===== config.mk =====
export PLATFORM = sky130hd
export DESIGN_NAME = uart_rx_fifo
export DESIGN_NICKNAME = d
export VERILOG_FILES = /design/src/rtl/uart_rx_fifo.sv
export SDC_FILE = /design/constraint.sdc
export NUM_CORES = 1
export LEC_CHECK = 0
export ABC_AREA = 1
export CORE_MARGIN = 3
export CORE_UTILIZATION = 65
export CTS_CLUSTER_DIAMETER = 50
export DETAILED_ROUTE_END_ITERATION = 8
export HOLD_SLACK_MARGIN = 0.15
export PLACE_DENSITY = 0.93
export SETUP_SLACK_MARGIN = 0.5
export SLEW_MARGIN = 15
export SYNTH_ARGS = -nofsm -noshare
export SYNTH_HDL_FRONTEND = slang
export SYNTH_SLANG_ARGS = --single-unit

===== constraint.sdc =====
create_clock -name clk -period 3.8 [get_ports clk]
set_input_delay 0.38 -clock clk [delete_from_list [all_inputs] [get_ports clk]]
set_output_delay 0.38 -clock clk [all_outputs]
set_load 0.02 [all_outputs]

===== src/rtl/uart_rx_fifo.sv =====
`default_nettype none
// ============================================================================
// Module   : uart_rx_fifo
// Brief    : 8N1 UART receiver (LSB first, idle-high) feeding a small
//            valid/ready receive FIFO, with false-start, framing and overrun
//            detection.
// Revision : 1.0 - initial release
// ============================================================================
module uart_rx_fifo #(
  parameter int CLK_FREQ_HZ  = 12000000,
  parameter int BAUD         = 9600,
  parameter int CLKS_PER_BIT = CLK_FREQ_HZ / BAUD,
  parameter int FIFO_DEPTH   = 4
) (
  input  logic                          clk,
  input  logic                          reset,
  input  logic                          rx,
  output logic [7:0]                    rx_data,
  output logic                          rx_valid,
  input  logic                          rx_ready,
  output logic                          busy,
  output logic                          frame_err,
  output logic                          overrun,
  output logic [$clog2(FIFO_DEPTH):0]   fifo_count
);

  localparam int CW = $clog2(CLKS_PER_BIT);
  localparam int PW = $clog2(FIFO_DEPTH);
  localparam logic [CW-1:0] C_BIT_LAST  = CW'(CLKS_PER_BIT - 1);
  localparam logic [CW-1:0] C_HALF_LAST = CW'(CLKS_PER_BIT / 2 - 1);
  localparam logic [PW:0]   C_FULL      = (PW + 1)'(FIFO_DEPTH);

  typedef enum logic [2:0] {
    S_IDLE      = 3'd0,
    S_START     = 3'd1,
    S_DATA      = 3'd2,
    S_STOP      = 3'd3,
    S_WAIT_IDLE = 3'd4
  } state_t;

  state_t          r_state;
  logic            r_sync1;
  logic            r_sync2;
  logic [CW-1:0]   r_clk_cnt;
  logic [2:0]      r_bit_idx;
  logic [7:0]      r_shift;
  logic            r_frame_err;
  logic            r_overrun;
  logic [7:0]      r_mem [FIFO_DEPTH];
  logic [PW-1:0]   r_wptr;
  logic [PW-1:0]   r_rptr;
  logic [PW:0]     r_count;

  logic w_bit_done;
  logic w_push;
  logic w_pop;
  logic w_full;
  logic w_wr;

  assign w_bit_done = (r_clk_cnt == C_BIT_LAST);
  assign w_push     = (r_state == S_STOP) && w_bit_done && r_sync2;
  assign w_pop      = (r_count != '0) && rx_ready;
  assign w_full     = (r_count == C_FULL);
  // A simultaneous pop frees the slot, so a push into a full FIFO still lands.
  assign w_wr       = w_push && (!w_full || w_pop);

  always_ff @(posedge clk or posedge reset) begin
    if (reset) begin
      r_sync1     <= 1'b1;
      r_sync2     <= 1'b1;
      r_state     <= S_IDLE;
      r_clk_cnt   <= '0;
      r_bit_idx   <= '0;
      r_shift     <= '0;
      r_frame_err <= 1'b0;
    end else begin
      r_sync1     <= rx;
      r_sync2     <= r_sync1;
      r_frame_err <= 1'b0;
      case (r_state)
        S_IDLE: begin
          if (!r_sync2) begin
            r_clk_cnt <= '0;
            r_state   <= S_START;
          end
        end
        S_START: begin
          if (r_clk_cnt == C_HALF_LAST) begin
            r_clk_cnt <= '0;
            if (r_sync2) begin
              r_state <= S_IDLE;
            end else begin
              r_bit_idx <= '0;
              r_state   <= S_DATA;
            end
          end else begin
            r_clk_cnt <= r_clk_cnt + 1'b1;
          end
        end
        S_DATA: begin
          if (w_bit_done) begin
            r_clk_cnt          <= '0;
            r_shift[r_bit_idx] <= r_sync2;
            r_bit_idx          <= r_bit_idx + 1'b1;
            if (r_bit_idx == 3'd7) begin
              r_state <= S_STOP;
            end
          end else begin
            r_clk_cnt <= r_clk_cnt + 1'b1;
          end
        end
        S_STOP: begin
          if (w_bit_done) begin
            r_clk_cnt <= '0;
            if (r_sync2) begin
              r_state <= S_IDLE;
            end else begin
              r_frame_err <= 1'b1;
              r_state     <= S_WAIT_IDLE;
            end
          end else begin
            r_clk_cnt <= r_clk_cnt + 1'b1;
          end
        end
        S_WAIT_IDLE: begin
          // Held-low line (break) must return high before a new start is armed.
          if (r_sync2) begin
            r_state <= S_IDLE;
          end
        end
        default: r_state <= S_IDLE;
      endcase
    end
  end

  always_ff @(posedge clk or posedge reset) begin
    if (reset) begin
      for (int i = 0; i < FIFO_DEPTH; i++) begin
        r_mem[i] <= '0;
      end
      r_wptr    <= '0;
      r_rptr    <= '0;
      r_count   <= '0;
      r_overrun <= 1'b0;
    end else begin
      r_overrun <= w_push && w_full && !w_pop;
      if (w_wr) begin
        r_mem[r_wptr] <= r_shift;
        r_wptr        <= r_wptr + 1'b1;
      end
      if (w_pop) begin
        r_rptr <= r_rptr + 1'b1;
      end
      case ({w_wr, w_pop})
        2'b10:   r_count <= r_count + 1'b1;
        2'b01:   r_count <= r_count - 1'b1;
        default: r_count <= r_count;
      endcase
    end
  end

  assign rx_data    = r_mem[r_rptr];
  assign rx_valid   = (r_count != '0);
  assign fifo_count = r_count;
  assign busy       = (r_state != S_IDLE);
  assign frame_err  = r_frame_err;
  assign overrun    = r_overrun;

endmodule
`default_nettype wire


# [Yosys cells after proc, flatten, opt, wreduce, memory -nomap -nowiden]
# Cells that the tools add are included.
[classes] n_reduce_logical=22 n_addsub=6 bitwise_logic=2 multipliers=0 order_cmp=5 div_mod_pow=0 shifts=0 n_eq_ne=17 muxes=30
[ops] cell="two-way mux 11 bit" n=3
[ops] cell="one-hot mux 11 bit (3 select lines)" n=1
[ops] cell="bitwise mux 32 bit" n=1
[ops] cell="two-way mux 3 bit" n=10
[ops] cell="two-way mux 8 bit" n=3
[ops] cell="binary-select mux 8 bit (select 2 bit)" n=1
[ops] cell="demux 8 bit (select 2 bit)" n=1
[ops] cell="one-hot mux 3 bit (5 select lines)" n=1
[ops] cell="inequality test 2 bit (second input constant)" n=7
[ops] cell="one-hot mux 3 bit (2 select lines)" n=2
[ops] cell="adder 11 x 1 -> 11 bit (second input constant)" n=1
[ops] cell="== test 11 x 10 -> 1 bit (second input constant)" n=1
[ops] cell="== test 11 bit (second input constant)" n=1
[ops] cell="== test 3 bit (second input constant)" n=3
[ops] cell="nonzero test 3 bit" n=3
[ops] cell="bitwise mux 8 bit" n=1
[ops] cell="logical AND 1 bit" n=8
[ops] cell="adder 3 x 1 -> 3 bit (second input constant)" n=2
[ops] cell="== test 3 x 2 -> 1 bit (second input constant)" n=2
[ops] cell="greater-or-equal comparator 3 bit (second input constant)" n=2
[ops] cell="inverter 2 -> 3 bit" n=2
[ops] cell="AND reduction 6 bit" n=1
[ops] cell="adder 2 x 1 -> 2 bit (second input constant)" n=2
[ops] cell="< comparator 3 x 4 -> 1 bit (second input constant)" n=1
[ops] cell="16 further kinds" n=22
[totals] ff_bits=68 in_bits=4 ram_bits=0 output_inout_bits=15 mem_bits_ro=0 latch_bits=0 memories=0

# [Logic depth before layout (Yosys ltp)]
[logic_depth] word_depth=6 depth_mapped=14 depth_no_buf=13

# [Worst setup path before layout]
# OpenSTA, ideal clock, no wires.
[synth_timing] path_kind="reg-to-reg" from="register r_count[0], in the netlist fifo_count[0]" to="register r_count[2], in the netlist fifo_count[2]" arrival_ns=2.060 path_buffers=1 required_ns=3.669 setup_time_ns=0.131 path_stages_with_launch=11 path_slack_ns=1.609 path_cell_list="dfrtp_1 nor2_1 nand3_1 buf_2 nand2_2 ha_1 inv_1 fa_1 a21oi_1 o21ai_0 xor2_1"
[synth_between] elab_chain_len=6 word_cells_on_any_way=12 cone_classes="add/sub (2); eq/ne (3); mux (1); reduce/logical (6)"
[synth_lines] element="start, declared" line_no="52" text="logic [PW:0] r_count;"
[synth_lines] element="start signal, assigned" line_no="155" text="2'b10: r_count <= r_count + 1'b1;"
[synth_lines] element="start signal, assigned" line_no="156" text="2'b01: r_count <= r_count - 1'b1;"
[synth_lines] element="start signal, assigned" line_no="157" text="default: r_count <= r_count;"
[synth_lines] element="== test 3 bit / nonzero test 3 bit (equally long branches)" line_no="63, 62"
[synth_lines] element="zero test 1 bit / logical AND 1 bit (equally long branches)" line_no="65, 62"
[synth_lines] element="logical OR 1 bit" line_no="65" text="assign w_wr = w_push && (!w_full || w_pop);"
[synth_lines] element="logical AND 1 bit" line_no="65"
[synth_lines] element="== test 2 x 1 -> 1 bit / == test 2 bit (equally long branches)" line_no="154" text="case ({w_wr, w_pop})"
[synth_lines] element="one-hot mux 3 bit (2 select lines) / nonzero test 2 bit (equally long branches)"
# Several ways; a longest one is shown, not always the timed one.
# A chain may end at the register's enable or synchronous reset.

# [Worst setup path after layout]
[layout_timing] from="register r_rptr[0]" to="output rx_data[0]"
[layout_between] elab_chain_len=4
[layout_lines] element="start, declared" line_no="51" text="logic [PW-1:0] r_rptr;"
[layout_lines] element="start signal, assigned" line_no="152" text="r_rptr <= r_rptr + 1'b1;"
[layout_lines] element="inverter 2 -> 3 bit (implied by the code)" line_no="162" text="assign rx_data = r_mem[r_rptr];"
[layout_lines] element="binary-select mux 8 bit (select 2 bit)" line_no="162"
[layout_lines] element="two-way mux 8 bit (implied by the code) (2 in series)" line_no="162"
[layout_lines] element="end, declared" line_no="18" text="output logic [7:0] rx_data,"
# No other way between the ends. The select of a mux whose other input is x is not followed.

==> results.rst <==
.. list-table::
   :header-rows: 1

   * - Metric
     - Value
   * - Wire length after detailed routing
     - ~8400 µm
   * - Async set-reset flop share out of synthesis
     - 100.0%
   * - Number of antenna violations at the first check in global routing
     - 0
   * - TritonCTS clock tree
     - built
   * - Fin crit share
     - between 70 and 80%
   * - Pre-Repair DR Iteration Count
     - 5
   * - Power density over the cells
     - between 400 and 500 mW/mm²
   * - Total power
     - between 2000 and 2500 µW
   * - Class of the worst hold path
     - reg -> reg
   * - Final Skew
     - between 0.007 and 0.008 ns
   * - Element type at the critical path end
     - output port
   * - Portion of the post-synthesis area used by sequential elements
     - 46.30%
   * - Status
     - complete, no violations
   * - Max-slew headroom
     - 35.56%
   * - Syn Inst Count
     - 460
   * - Layout cells sized above 1
     - around 7.5%
   * - Reported max-cap violation count
     - 0
   * - Total number of H-tree levels
     - 3
   * - LEAKAGE
     - 0.002028 µW
   * - Startpoint type of the worst setup path
     - register
   * - Maximum clock insertion buffer count
     - 2
   * - Root buffer selected by CTS
     - sky130_fd_sc_hd__clkbuf_8
   * - Hold violation total from the final report
     - 0
   * - Non-Filler Cell Area, Final
     - between 0.004 and 0.005 mm²
   * - Max-slew violation total from the final report
     - 0
   * - Setup repair after global routing missed its margin
     - no
   * - Total cell area at the placement stage
     - 0.003851 mm²
   * - Setup-violating endpoint count in the final report
     - 0
   * - Post-DR wirelength/cell
     - 15.28 µm
   * - Layout Area Growth over Synthesis
     - 10.33%
   * - Critical path launch point
     - r_rptr[0]
   * - Register-to-register setup slack
     - roughly 1.3 ns
   * - Wire length of the first global-routing pass
     - between 10000 and 15000 µm
   * - Worst Reg-to-Reg Cells
     - 12
   * - Number of sinks on the clock net
     - 68
   * - Register bit total from synthesis
     - between 60 and 70
   * - Overall via count from detail_route
     - 3282
   * - Unique masters post-synth
     - 31
   * - Remaining Overflow, GRT
     - 0
   * - Pin count of the biggest net entering global routing
     - 48
   * - Highest attainable clock frequency
     - 0.3605 GHz
   * - Number of DRC violations after detailed routing
     - 0
   * - GPL Wtd Cong
     - 0.9173
   * - Count of antenna-violating nets left after detailed routing
     - 0
   * - Total CTS buffers
     - 9
   * - Combined area of all synthesized cells
     - approximately 0.0037 mm²
   * - Crit path time final
     - about 2.8 ns
   * - Clock latency on the worst-skew pair
     - 0.36 ns
   * - Number of post-CTS setup repair buffers
     - 0
   * - Commonest cells after routing, fill and taps aside
     - sky130_fd_sc_hd__nand2_1, sky130_fd_sc_hd__dfrtp_1, sky130_fd_sc_hd__nor2_1
   * - Ports placed on the boundary
     - 19
   * - DIE AREA
     - approximately 0.0066 mm²
   * - CTS Hold Bufs
     - 0
   * - Post-cts gate resize count
     - 0
   * - Largest fanout on the critical path
     - 19
   * - Via count of the first global-routing pass
     - ~3.2k
   * - Post-Synthesis Net Count
     - about 480
   * - Number of core rows
     - 26
   * - # nets final
     - just under 500
   * - Chip width
     - roughly 80 µm
   * - Die height
     - 81.26 µm
   * - Path type of the worst setup path
     - reg -> out
   * - Quantity of I/O buffers inserted on ports
     - 18
   * - Count of warnings emitted by yosys
     - 0
   * - DRT iter0 DRCs
     - ~350
   * - HPWL reported at the end of detailed placement
     - around 5800 µm
   * - Most common cell after layout, fill and taps aside
     - sky130_fd_sc_hd__nand2_1
   * - Final TNS setup
     - 0 ns
   * - Core region area
     - approximately 0.0053 mm²
   * - Number of antenna diodes
     - 0
   * - Avg Inst Size Synth
     - roughly 8 µm²
   * - Global-route usage over all layers
     - about 29%
   * - Prevailing post-synth register cell
     - sky130_fd_sc_hd__dfrtp_1
   * - End point of the critical path
     - rx_data[0]
   * - Clock transition at the registers of the reported paths
     - ~0.08 ns
   * - Peak supply drop
     - 0.0003213 V
   * - Average vias per placed instance
     - between 5 and 6
   * - Transition time of the tightest slew-check pin
     - roughly 0.97 ns
   * - Req. time, crit path
     - 3.42 ns
   * - Endpoint of the most critical register-to-register path
     - fifo_count[1]
   * - Initial cell density of the core
     - 69.42%
   * - Data arrival at the endpoint of the critical path
     - approximately 2.4 ns
   * - Origin of the critical flop-to-flop path
     - r_clk_cnt[1]
   * - Number of flops mapped to enable cells by yosys
     - 0
metal layers:
layer | vias to the layer above | routed length (µm) | track usage (%)
met5 | - | 0 | 0
met1 | 1542 | 3588 | 35.91
met4 | 0 | 123 | 11.99
met3 | 14 | 649 | 7.539
met2 | 158 | 4055 | 46.63
li1 | 1568 | - | -
layout make-up:
| type | instances | area, µm² |
|---|---|---|
| fill | 364 | 1241 |
| timing repair buffer | 21 | 202.7 |
| multi-input combinational | 336 | 1707 |
| clock inverter | 5 | 58.81 |
| clock buffer | 11 | 151.4 |
| sequential | 68 | 1704 |
| tap | 70 | 87.58 |
| inverter | 40 | 150.1 |
synth_stat cells, types with 4 or more instances:
master | count | area share, %
sky130_fd_sc_hd__o22ai_1 | 8 | 1.4
sky130_fd_sc_hd__clkbuf_1 | 4 | 0.41
sky130_fd_sc_hd__dfrtp_1 | 66 | 45
sky130_fd_sc_hd__ha_1 | 10 | 3.4
sky130_fd_sc_hd__xor2_1 | 6 | 1.4
sky130_fd_sc_hd__buf_2 | 6 | 0.82
sky130_fd_sc_hd__nand3_1 | 27 | 3.7
sky130_fd_sc_hd__o21ai_0 | 33 | 4.5
sky130_fd_sc_hd__nor2_2 | 4 | 0.68
sky130_fd_sc_hd__nand4_1 | 47 | 8.0
sky130_fd_sc_hd__nor2_1 | 48 | 4.9
sky130_fd_sc_hd__nand2_1 | 134 | 14
sky130_fd_sc_hd__inv_1 | 37 | 3.8
worst max-delay path, stage by stage, from the launching register on:
cell and delay (ns):
sky130_fd_sc_hd__dfrtp_1 0.73, sky130_fd_sc_hd__inv_1 0.39, sky130_fd_sc_hd__o21ai_0 0.26, sky130_fd_sc_hd__o22ai_1 0.11, sky130_fd_sc_hd__clkdlybuf4s50_1 0.55
logic make-up after synthesis:
logic type               count (synthesis)  share of synthesized area, %
AO/OA/AOI/OAI                           44                         6.322
XOR/XNOR                                 8                         1.904
adder cells (fa/ha/maj)                 11                         3.943
buffers and inverters                   56                         7.342
flip-flops                              68                         46.29
AND/OR/NAND/NOR                        273                         34.19
where the power goes:
part           internal (µW)  switching (µW)  total (µW)
sequential               753            62.9         816
clock                    340             292         632
combinational            234             323         557
total                   1330             677        2000
sequential cells by signal, summed over array words and instances, names as in the netlist:
| name | cells |
|---|---|
| fifo_count | 3 |
| frame_err | 1 |
| overrun | 1 |
| r_bit_idx | 3 |
| r_clk_cnt | 11 |
| r_mem | 32 |
| r_rptr | 2 |
| r_shift | 8 |
| r_state | 3 |
| r_sync1 | 1 |
| r_sync2 | 1 |
| r_wptr | 2 |
through the flow:
stage / util (%) / setup slack [ns] / hold WS (ns) / cells
3_5_place_dp: 72.63 / 1.318 / 0.3504 / 535
6_report: 76.59 / 1.026 / 0.3586 / 551
5_1_grt: 76.59 / 0.8178 / 0.3639 / 551
4_1_cts: 76.59 / 1.064 / 0.3610 / 551
2_1_floorplan: - / 1.609 / 0.3452 / 460
3_3_place_gp: 72.63 / 1.396 / 0.3477 / 535
how the worst min path moves through the flow:
stage,start,to,slack (ns),cells after the start
after floorplan,r_sync1,r_sync2,0.35,0
after global placement,r_sync1,r_sync2,0.35,0
after detailed placement,r_sync1,r_sync2,0.35,0
after CTS,r_sync1,r_sync2,0.36,0
after global routing,r_sync1,r_sync2,0.36,0
final,r_sync1,r_sync2,0.36,0
Note: power is estimated with default switching activity, not from simulation.
